$ cat src/rtl/serial_sub_pkg.sv
// serial_sub_pkg: FSM state type and default operand width shared by the serial subtractor files
package serial_sub_pkg;
    typedef enum logic [1:0] {IDLE, SHIFT, DONE} state_t;
    localparam int SERIAL_SUB_WIDTH_DEFAULT = 8;
endpackage

$ cat src/rtl/full_subtractor.sv
// full_subtractor: one-bit combinational cell; A,B,Bi in -> difference D and borrow out Bo
module full_subtractor (
    output logic D,
    output logic Bo,
    input  logic A,
    input  logic B,
    input  logic Bi
);
    assign D  = A ^ B ^ Bi;
    assign Bo = (~A & B) | (~(A ^ B) & Bi);
endmodule

$ cat src/rtl/serial_subtractor.sv
// serial_subtractor: LSB-first bit-serial D=A-B; in clk,rst_n,start,A,B; out busy,done,D,Bout (+V when SERIAL_SUB_OVERFLOW_EN)
module serial_subtractor
    import serial_sub_pkg::*;
#(
    parameter int WIDTH = SERIAL_SUB_WIDTH_DEFAULT
) (
    input  logic             clk,
    input  logic             rst_n,
    input  logic             start,
    input  logic [WIDTH-1:0] A,
    input  logic [WIDTH-1:0] B,
    output logic             busy,
    output logic             done,
    output logic [WIDTH-1:0] D,
    output logic             Bout
`ifdef SERIAL_SUB_OVERFLOW_EN
    ,
    output logic             V
`endif
);
    localparam int CW = $clog2(WIDTH);
    state_t state_q, state_d;
    logic [WIDTH-1:0] a_q, a_d, b_q, b_d, d_q, d_d, r_n;
    logic [WIDTH-2:0] r_q, r_d;
    logic [CW-1:0] cnt_q, cnt_d;
    logic br_q, br_d, bout_q, bout_d, di, bo, load, last;
`ifdef SERIAL_SUB_OVERFLOW_EN
    logic v_q, v_d;
    assign V = v_q;
`endif
    full_subtractor u_cell (.D(di), .Bo(bo), .A(a_q[0]), .B(b_q[0]), .Bi(br_q));
    assign load = start && (state_q != SHIFT);
    assign last = cnt_q == CW'(WIDTH - 1);
    assign r_n  = {di, r_q};
    assign busy = state_q == SHIFT;
    assign done = state_q == DONE;
    assign D    = d_q;
    assign Bout = bout_q;
    always_comb begin
        state_d = state_q;
        a_d     = a_q;
        b_d     = b_q;
        r_d     = r_q;
        br_d    = br_q;
        cnt_d   = cnt_q;
        d_d     = d_q;
        bout_d  = bout_q;
`ifdef SERIAL_SUB_OVERFLOW_EN
        v_d     = v_q;
`endif
        if (load) begin
            a_d     = A;
            b_d     = B;
            br_d    = 1'b0;
            cnt_d   = '0;
            state_d = SHIFT;
        end else if (state_q == SHIFT) begin
            a_d   = a_q >> 1;
            b_d   = b_q >> 1;
            r_d   = r_n[WIDTH-1:1];
            br_d  = bo;
            cnt_d = cnt_q + CW'(1);
            if (last) begin
                d_d     = r_n;
                bout_d  = bo;
                state_d = DONE;
`ifdef SERIAL_SUB_OVERFLOW_EN
                v_d     = (a_q[0] ^ b_q[0]) & (a_q[0] ^ di);
`endif
            end
        end else begin
            state_d = IDLE;
        end
    end
    always_ff @(posedge clk or negedge rst_n) begin
        if (!rst_n) begin
            state_q <= IDLE;
            a_q     <= '0;
            b_q     <= '0;
            r_q     <= '0;
            br_q    <= 1'b0;
            cnt_q   <= '0;
            d_q     <= '0;
            bout_q  <= 1'b0;
`ifdef SERIAL_SUB_OVERFLOW_EN
            v_q     <= 1'b0;
`endif
        end else begin
            state_q <= state_d;
            a_q     <= a_d;
            b_q     <= b_d;
            r_q     <= r_d;
            br_q    <= br_d;
            cnt_q   <= cnt_d;
            d_q     <= d_d;
            bout_q  <= bout_d;
`ifdef SERIAL_SUB_OVERFLOW_EN
            v_q     <= v_d;
`endif
        end
    end
endmodule

$ cat config.mk
export PLATFORM = sky130hd
export DESIGN_NAME = serial_subtractor
export DESIGN_NICKNAME = d
export VERILOG_FILES = /design/src/rtl/serial_sub_pkg.sv /design/src/rtl/full_subtractor.sv /design/src/rtl/serial_subtractor.sv
export SDC_FILE = /design/constraint.sdc
export NUM_CORES = 1
export LEC_CHECK = 0
export CAP_MARGIN = 10
export CORE_ASPECT_RATIO = 0.8
export CORE_MARGIN = 3
export CORE_UTILIZATION = 30
export DETAILED_ROUTE_END_ITERATION = 10
export PLACE_DENSITY_LB_ADDON = 0.05
export SETUP_SLACK_MARGIN = 0.15
export SLEW_MARGIN = 20
export SYNTH_ARGS = -nofsm -noshare
export SYNTH_HDL_FRONTEND = slang
export SYNTH_SLANG_ARGS = --single-unit
$ cat constraint.sdc
create_clock -name clk -period 3.7 [get_ports clk]
set_clock_uncertainty 0.15 [all_clocks]
set_input_delay 0.74 -clock clk [delete_from_list [all_inputs] [get_ports clk]]
set_output_delay 0.74 -clock clk [all_outputs]
set_load 0.01 [all_outputs]
Word level (Yosys, flattened, before mapping). Cells that the tools add are included. Widths: inputs -> output; s select.

Word-level logic and storage cells: 37. Register bits after elaboration: 38.

Muxes and demuxes: 11. Eq/ne operators: 5. Add/subtract/negate cells: 1. Reduce and logical (&&, ||, !) cells: 4. Bitwise logic cells: 8.

Operators with widths (count): $mux 8 (4); $mux 2 (3); $mux 3 (2); $add 3x1->3 const B (1); $eq 3x3->1 const B (1); $ne 3x1->1 const B (1); $not 1->1 (3); $reduce_and 3->1 (1); $and 1x1->1 (2); $eq 2x1->1 const B (1); $eq 2x2->1 const B (1); $mux 1 (2); $ne 2x1->1 const B (1); $reduce_and 2->1 (1); $reduce_bool 2->1 (1); $xor 1x1->1 (2); $logic_and 1x1->1 (1); $or 1x1->1 (1).

Logic depth before layout (Yosys ltp). Gate-level depths: netlist of the first run.

Depth in word-level cells: 6. Depth in mapped cells: 5. Gate-level depth less buffers: 4.

By module. From an unflattened synthesis of the first run, not the netlist that was laid out.

Cell total of the unflattened synthesis: 129. Area, all modules: 1661.6 µm².

Modules (own cells, without submodules): serial_subtractor (sequential area each 950.9 µm², times used 1, area each 1630.3 µm², cells an instance 125); full_subtractor (sequential area each 0.0 µm², times used 1, area each 31.3 µm², cells an instance 4).

Least setup slack after synthesis of the first run. Ideal clock, no wire load.

Path type: reg-to-output. From: register state_q[1]. To: output busy. Arrival time: 893 ps. Cell stages (with the launch flop): 5. Setup slack: 1917 ps. Data required time: 2810 ps. Path through: dfrtp_1 nand2b_1 buf_6 buf_6 inv_1.

Longest elaborated chain between the ends: 1.

RTL lines: from (decl) (RTL line serial_subtractor.sv:22) `state_t state_q, state_d;`; from (signal assigned) (RTL line serial_subtractor.sv:89) `state_q <= state_d;`; $eq 2x1->1 (RTL line serial_subtractor.sv:35) `assign busy = state_q == SHIFT;`; to (decl) (RTL line serial_subtractor.sv:12) `output logic busy,`.

Every way passes these cells.

Worst setup path in the final report of the first run.
From: input start. To: register a_q[1].

Longest elaborated chain between the ends: 2.

RTL lines: from (decl) (RTL line serial_subtractor.sv:9) `input logic start,`; $logic_and 1x1->1 (*) (RTL line serial_subtractor.sv:32) `assign load = start && (state_q != SHIFT);`; $mux 8 / $reduce_bool 2->1 (equally long branches); to (signal assigned) (RTL line serial_subtractor.sv:78) `a_q <= '0;`; to (signal assigned) (RTL line serial_subtractor.sv:90) `a_q <= a_d;`; to (decl) (RTL line serial_subtractor.sv:23) `logic [WIDTH-1:0] a_q, a_d, b_q, b_d, d_q, d_d, r_n;`.

Every way passes the cells marked *; elsewhere a longest branch is shown, timed or not. A chain may end at the register's enable or synchronous reset.

==> flow_summary.json, run 1 <==
{
  "port_buffers": 29,
  "fill_cells": 562,
  "drive_above_1_share_pct": 39.0,
  "drv_cap": 0,
  "post_cts_buffers": 0,
  "ctsRootBufferMaster": "clkbuf_8",
  "wire_per_inst_um": 14.7,
  "synthSimpleGateAreaFrac_pct": 2.91,
  "dr_wl_met2_um": 1530,
  "insertion_delay_ns": 0.29,
  "finalSetupViolCount": 0,
  "synth_largest_area_cell": "dfrtp_1",
  "cp_max_fo": 12,
  "tns_ns": 0,
  "r2r_start": "cnt_q[0]",
  "area_growth_pct": 24.8,
  "r2r_slack_ns": 1.78,
  "wl_um": 3300,
  "hold_ws_ns": 0.356,
  "cts_hold_buf": 0,
  "cts-resized-gates": 0,
  "hold_path_depth": 1,
  "die_width_um": 92.8,
  "fmax_mhz": 401,
  "synth_compound_area_share_pct": 0,
  "drc": 0,
  "synth.most_common_cell": "dfrtp_1",
  "outcome": "completed",
  "dr_total_vias": 965,
  "grt-ovfl-total": 0,
  "synth.top_cell.area_share_pct": 52.6,
  "startpoint": "start",
  "track_usage_pct": 10.4,
  "die_h_um": 75.4,
  "start_util_pct": 32.0,
  "async_flop_share_pct": 100,
  "post_synth_fa_ha_maj_area_fraction_pct": 2.49,
  "syn_area_um2": 1810,
  "synth.avg_cell_area_um2": 16.0,
  "antenna_found_initial": 0,
  "power_uw": 1800,
  "drv_slew": 0,
  "timing.rr.end": "D[0]",
  "start_kind": "input pin",
  "grt_pass1_wl_um": 5510,
  "synth.distinct_cells": 13,
  "peakVddDrop_uv": 285,
  "hold_violations": 0,
  "drtAntennaViolNets": 0,
  "synthXorXnorAreaFrac_pct": 0,
  "synth_area_leaders": "dfrtp_1 (53%), mux2_4 (24%), mux2_2 (10%)",
  "finalCritPeriodShare_pct": 67.4,
  "dp.final_hpwl_um": 2110,
  "rows": 24,
  "end_kind": "flip-flop",
  "synth_top_family_by_area": "multiplexers",
  "gp_congestion": 0.656,
  "fin_util_pct": 40.0,
  "final_area_um2": 2260,
  "drtPass1Iterations": 2,
  "met3WireLength_um": 170,
  "crit_arrival_ns": 2.52,
  "grt_max_degree": 39,
  "cp.required_ns": 3.73,
  "post-route-min-period_ns": 2.49,
  "tightest_slew_ns": 0.874,
  "rsz0062_at_grt": "no",
  "drt_iter0_markers": 39,
  "p_per_area_nw_per_um2": 799,
  "dr.max_layer_used": "met4",
  "yosysSeqAreaShare_pct": 52.6,
  "critPathCapture": "a_q[1]",
  "synth_edf_count": 0,
  "synthMuxAreaShare_pct": 37.4,
  "grt_pass1_vias": 1120,
  "synth_commonest_cells": "dfrtp_1 (38), mux2_4 (29), mux2_2 (16)",
  "numClockSinks": 38,
  "clock_path_buffers": 2,
  "cts_max_level": 2,
  "synth_ff_type": "dfrtp_1",
  "synthCells": 113,
  "yosys_warnings": 0,
  "nets": 167,
  "path_clk_slew_ns": 0.08,
  "core_um2": 5650,
  "rr_worst_depth": 4,
  "hold_path_class": "reg2reg",
  "insertedDiodeCount": 0,
  "p_leak_uw": 0.00103,
  "io_pins": 30,
  "placed_cell_area_um2": 2150,
  "cts_buffers": 5,
  "syn_nets": 135,
  "wl_met1_um": 1590,
  "cts_tree": "done",
  "critPathKind": "in2reg",
  "relSlewSlack_pct": 41.8,
  "ys_seq_elements": 38,
  "die_area_um2": 7000,
  "via_per_inst": 4.31
}
==> cell families after synthesis <==
group                      count (synthesis)
adders and majority gates                  3
buffers and inverters                     12
DFF                                       38
muxes                                     51
and+or+nand+nor                            9
==> state kept, by name (all words and copies together) (netlist names) <==
| signal | count |
|---|---|
| br_q | 1 |
| Bout | 1 |
| r_q | 7 |
| a_q | 8 |
| b_q | 8 |
| cnt_q | 3 |
| D | 8 |
| state_q | 2 |
==> power breakdown <==
group / switching (uW) / total [uW] / internal [uW]
clock network: 149 / 347 / 198
logic: 265 / 750 / 484
registers: 103 / 706 / 603
total: 517 / 1800 / 1290
==> layout make-up <==
class / count / area [um2] / share of cell area [%]
multi-input combinational: 63 / 776 / 34.4
clock inverter: 3 / 40.0 / 1.77
clock buffer: 5 / 68.8 / 3.05
timing repair buffer: 31 / 300 / 13.3
inverter: 6 / 22.5 / 0.998
tap: 78 / 97.6 / 4.33
sequential: 38 / 951 / 42.2
==> metrics by stage <==
step	instances	worst slack, ns
6_report	224	1.21
5_1_grt	224	1.12
4_1_cts	224	1.18
3_5_place_dp	216	0.863
3_3_place_gp	216	0.946
2_1_floorplan	113	1.92
==> cell usage in the layout (no fill, tap or decap) <==
cell	n
mux2i_1	6
ha_1	2
clkdlybuf4s50_1	28
bufinv_16	1
nor2b_1	3
nand2b_1	2
buf_4	2
dfrtp_1	38
nand2b_2	1
nand3b_1	1
inv_1	6
clkbuf_8	5
mux2_4	29
clkinv_2	2
fa_1	1
mux2_2	16
buf_2	1
nor2_1	2
==> critical path, cell delays in order <==
cell,delay [ns]
clkdlybuf4s50_1,0.85
buf_4,0.34
mux2_4,0.32
mux2_4,0.26
==> worst min-delay path by stage <==
stage,from,to,slack (ns)
after global placement,cnt_q[0],cnt_q[0],0.32
after detailed placement,b_q[5],b_q[4],0.34
after CTS,D[4],D[4],0.36
final,cnt_q[0],cnt_q[0],0.36
after floorplan,rst_n,Bout,0.29
after global routing,a_q[1],a_q[0],0.38
==> layer usage <==
layer  vias up  global-route usage, %
li1        450                      -
met1       495                   13.4
met5         -                      0
met2        18                   16.2
met4         0                   4.39
met3         2                   3.55
Power figures use the tool's default switching activity.
==> inputs of run 2 (changes only) <==
==> constraint.sdc (replaced) <==
create_clock -name clk -period 2.4 [get_ports clk]
set_clock_uncertainty 0.15 [all_clocks]
set_input_delay 0.48 -clock clk [delete_from_list [all_inputs] [get_ports clk]]
set_output_delay 0.48 -clock clk [all_outputs]
set_load 0.01 [all_outputs]
==> flow_summary.json, run 2 (synthesis results as in run 1) <==
{
  "outcome": "completed",
  "die_area_um2": 7000,
  "finalSetupViolCount": 0,
  "tightest_slew_ns": 0.580,
  "hold_ws_ns": 0.0374,
  "gp_congestion": 0.636,
  "final_cell_mix": "dfrtp_1 (38), mux2_4 (29), clkdlybuf4s50_1 (28)",
  "hold_violations": 0,
  "drtPass1Iterations": 4,
  "post-route-min-period_ns": 2.15,
  "grt_max_degree": 27,
  "io_pins": 30,
  "cts_buffers": 5,
  "cts_hold_buf": 0,
  "p_leak_uw": 0.00103,
  "drive_above_1_share_pct": 39.0,
  "finalCritPeriodShare_pct": 89.7,
  "peakVddDrop_uv": 435,
  "grt_pass1_wl_um": 5370,
  "antenna_found_initial": 0,
  "nets": 169,
  "grt_pass1_vias": 1081,
  "numClockSinks": 38,
  "drt_iter0_markers": 42,
  "start_kind": "flip-flop",
  "wl_um": 3150,
  "p_per_area_nw_per_um2": 1180,
  "crit_path_max_incr_delay_ns": 0.55,
  "cp.required_ns": 1.77,
  "dp.final_hpwl_um": 2150,
  "cts-resized-gates": 0,
  "die_h_um": 75.4,
  "area_growth_pct": 24.8,
  "critPathKind": "reg2out",
  "grt-ovfl-total": 0,
  "wire_per_inst_um": 14.1,
  "dr_total_vias": 941,
  "fmax_mhz": 465,
  "drv_slew": 0,
  "drtAntennaViolNets": 0,
  "clock_path_buffers": 2,
  "cts_tree": "done",
  "drc": 0,
  "tns_ns": 0,
  "die_width_um": 92.8,
  "crit_arrival_ns": 1.52,
  "insertedDiodeCount": 0,
  "path_clk_slew_ns": 0.07,
  "drv_cap": 0,
  "crit_path_cell_trace": "nand2b_2 -> inv_1 -> clkdlybuf4s50_1",
  "insertion_delay_ns": 0.28,
  "cts_max_level": 2,
  "relSlewSlack_pct": 61.3,
  "via_per_inst": 4.20,
  "hold_path_class": "in2async",
  "port_buffers": 29,
  "start_util_pct": 32.0,
  "cp_max_fo": 3,
  "cp_slowest_cell": "clkdlybuf4s50_1",
  "rows": 24,
  "track_usage_pct": 10.1,
  "rsz0062_at_grt": "no",
  "end_kind": "output pin",
  "core_um2": 5650,
  "ctsRootBufferMaster": "clkbuf_8",
  "final_common_cell": "dfrtp_1",
  "post_cts_buffers": 0
}
-- run 2: final cells by class --
cell class / count / area, um2
Sequential cell: 38 / 951
Tap cell: 78 / 97.6
Multi-Input combinational cell: 63 / 776
Timing Repair Buffer: 33 / 328
Clock buffer: 6 / 82.6
Inverter: 6 / 22.5
Fill cell: 571 / 3390
-- run 2: path summary, 6_finish.rpt --
check                           cells after the start         end  startpoint  slack (ns)
max in group asynchronous                           2        D[7]       rst_n        1.52
min in group clk                                    1    cnt_q[0]    cnt_q[0]        0.34
worst max register to register                      4        D[7]    cnt_q[0]        0.50
worst min-delay path                                1  state_q[0]       rst_n        0.04
worst max-delay path                                3        busy  state_q[1]        0.25
worst min register to register                      1    cnt_q[0]    cnt_q[0]        0.34
-- run 2: where the power goes --
group | switching, uW | internal [uW]
logic | 406 | 749
registers | 157 | 931
clock network | 204 | 221
-- run 2: per-layer routing --
layer / track usage, % / routed length, um
met1: 13.1 / 1570
met2: 15.7 / 1400
met5: 0 / 0
met4: 3.90 / 29
met3: 3.65 / 146
-- run 2: per-stage QoR --
stage                     util [%]  setup WS (ns)  cell area (um2)  total power (uW)  std cells
after CTS                     40.0          0.223             2260              2730        224
after floorplan                  -          0.771             1810              1930        113
final                         40.0          0.248             2260              2670        224
after global routing          40.0          0.164             2260              2870        224
after detailed placement      38.5          0.305             2170              2280        218
after global placement        38.5          0.348             2170              2240        218
-- run 2: worst max-delay path: cells and delay by family, from the launching register on --
family                 cells  cell delay (ns)
buffers and inverters      2             0.66
flip-flops                 1             0.38
AND/OR/NAND/NOR            1             0.20
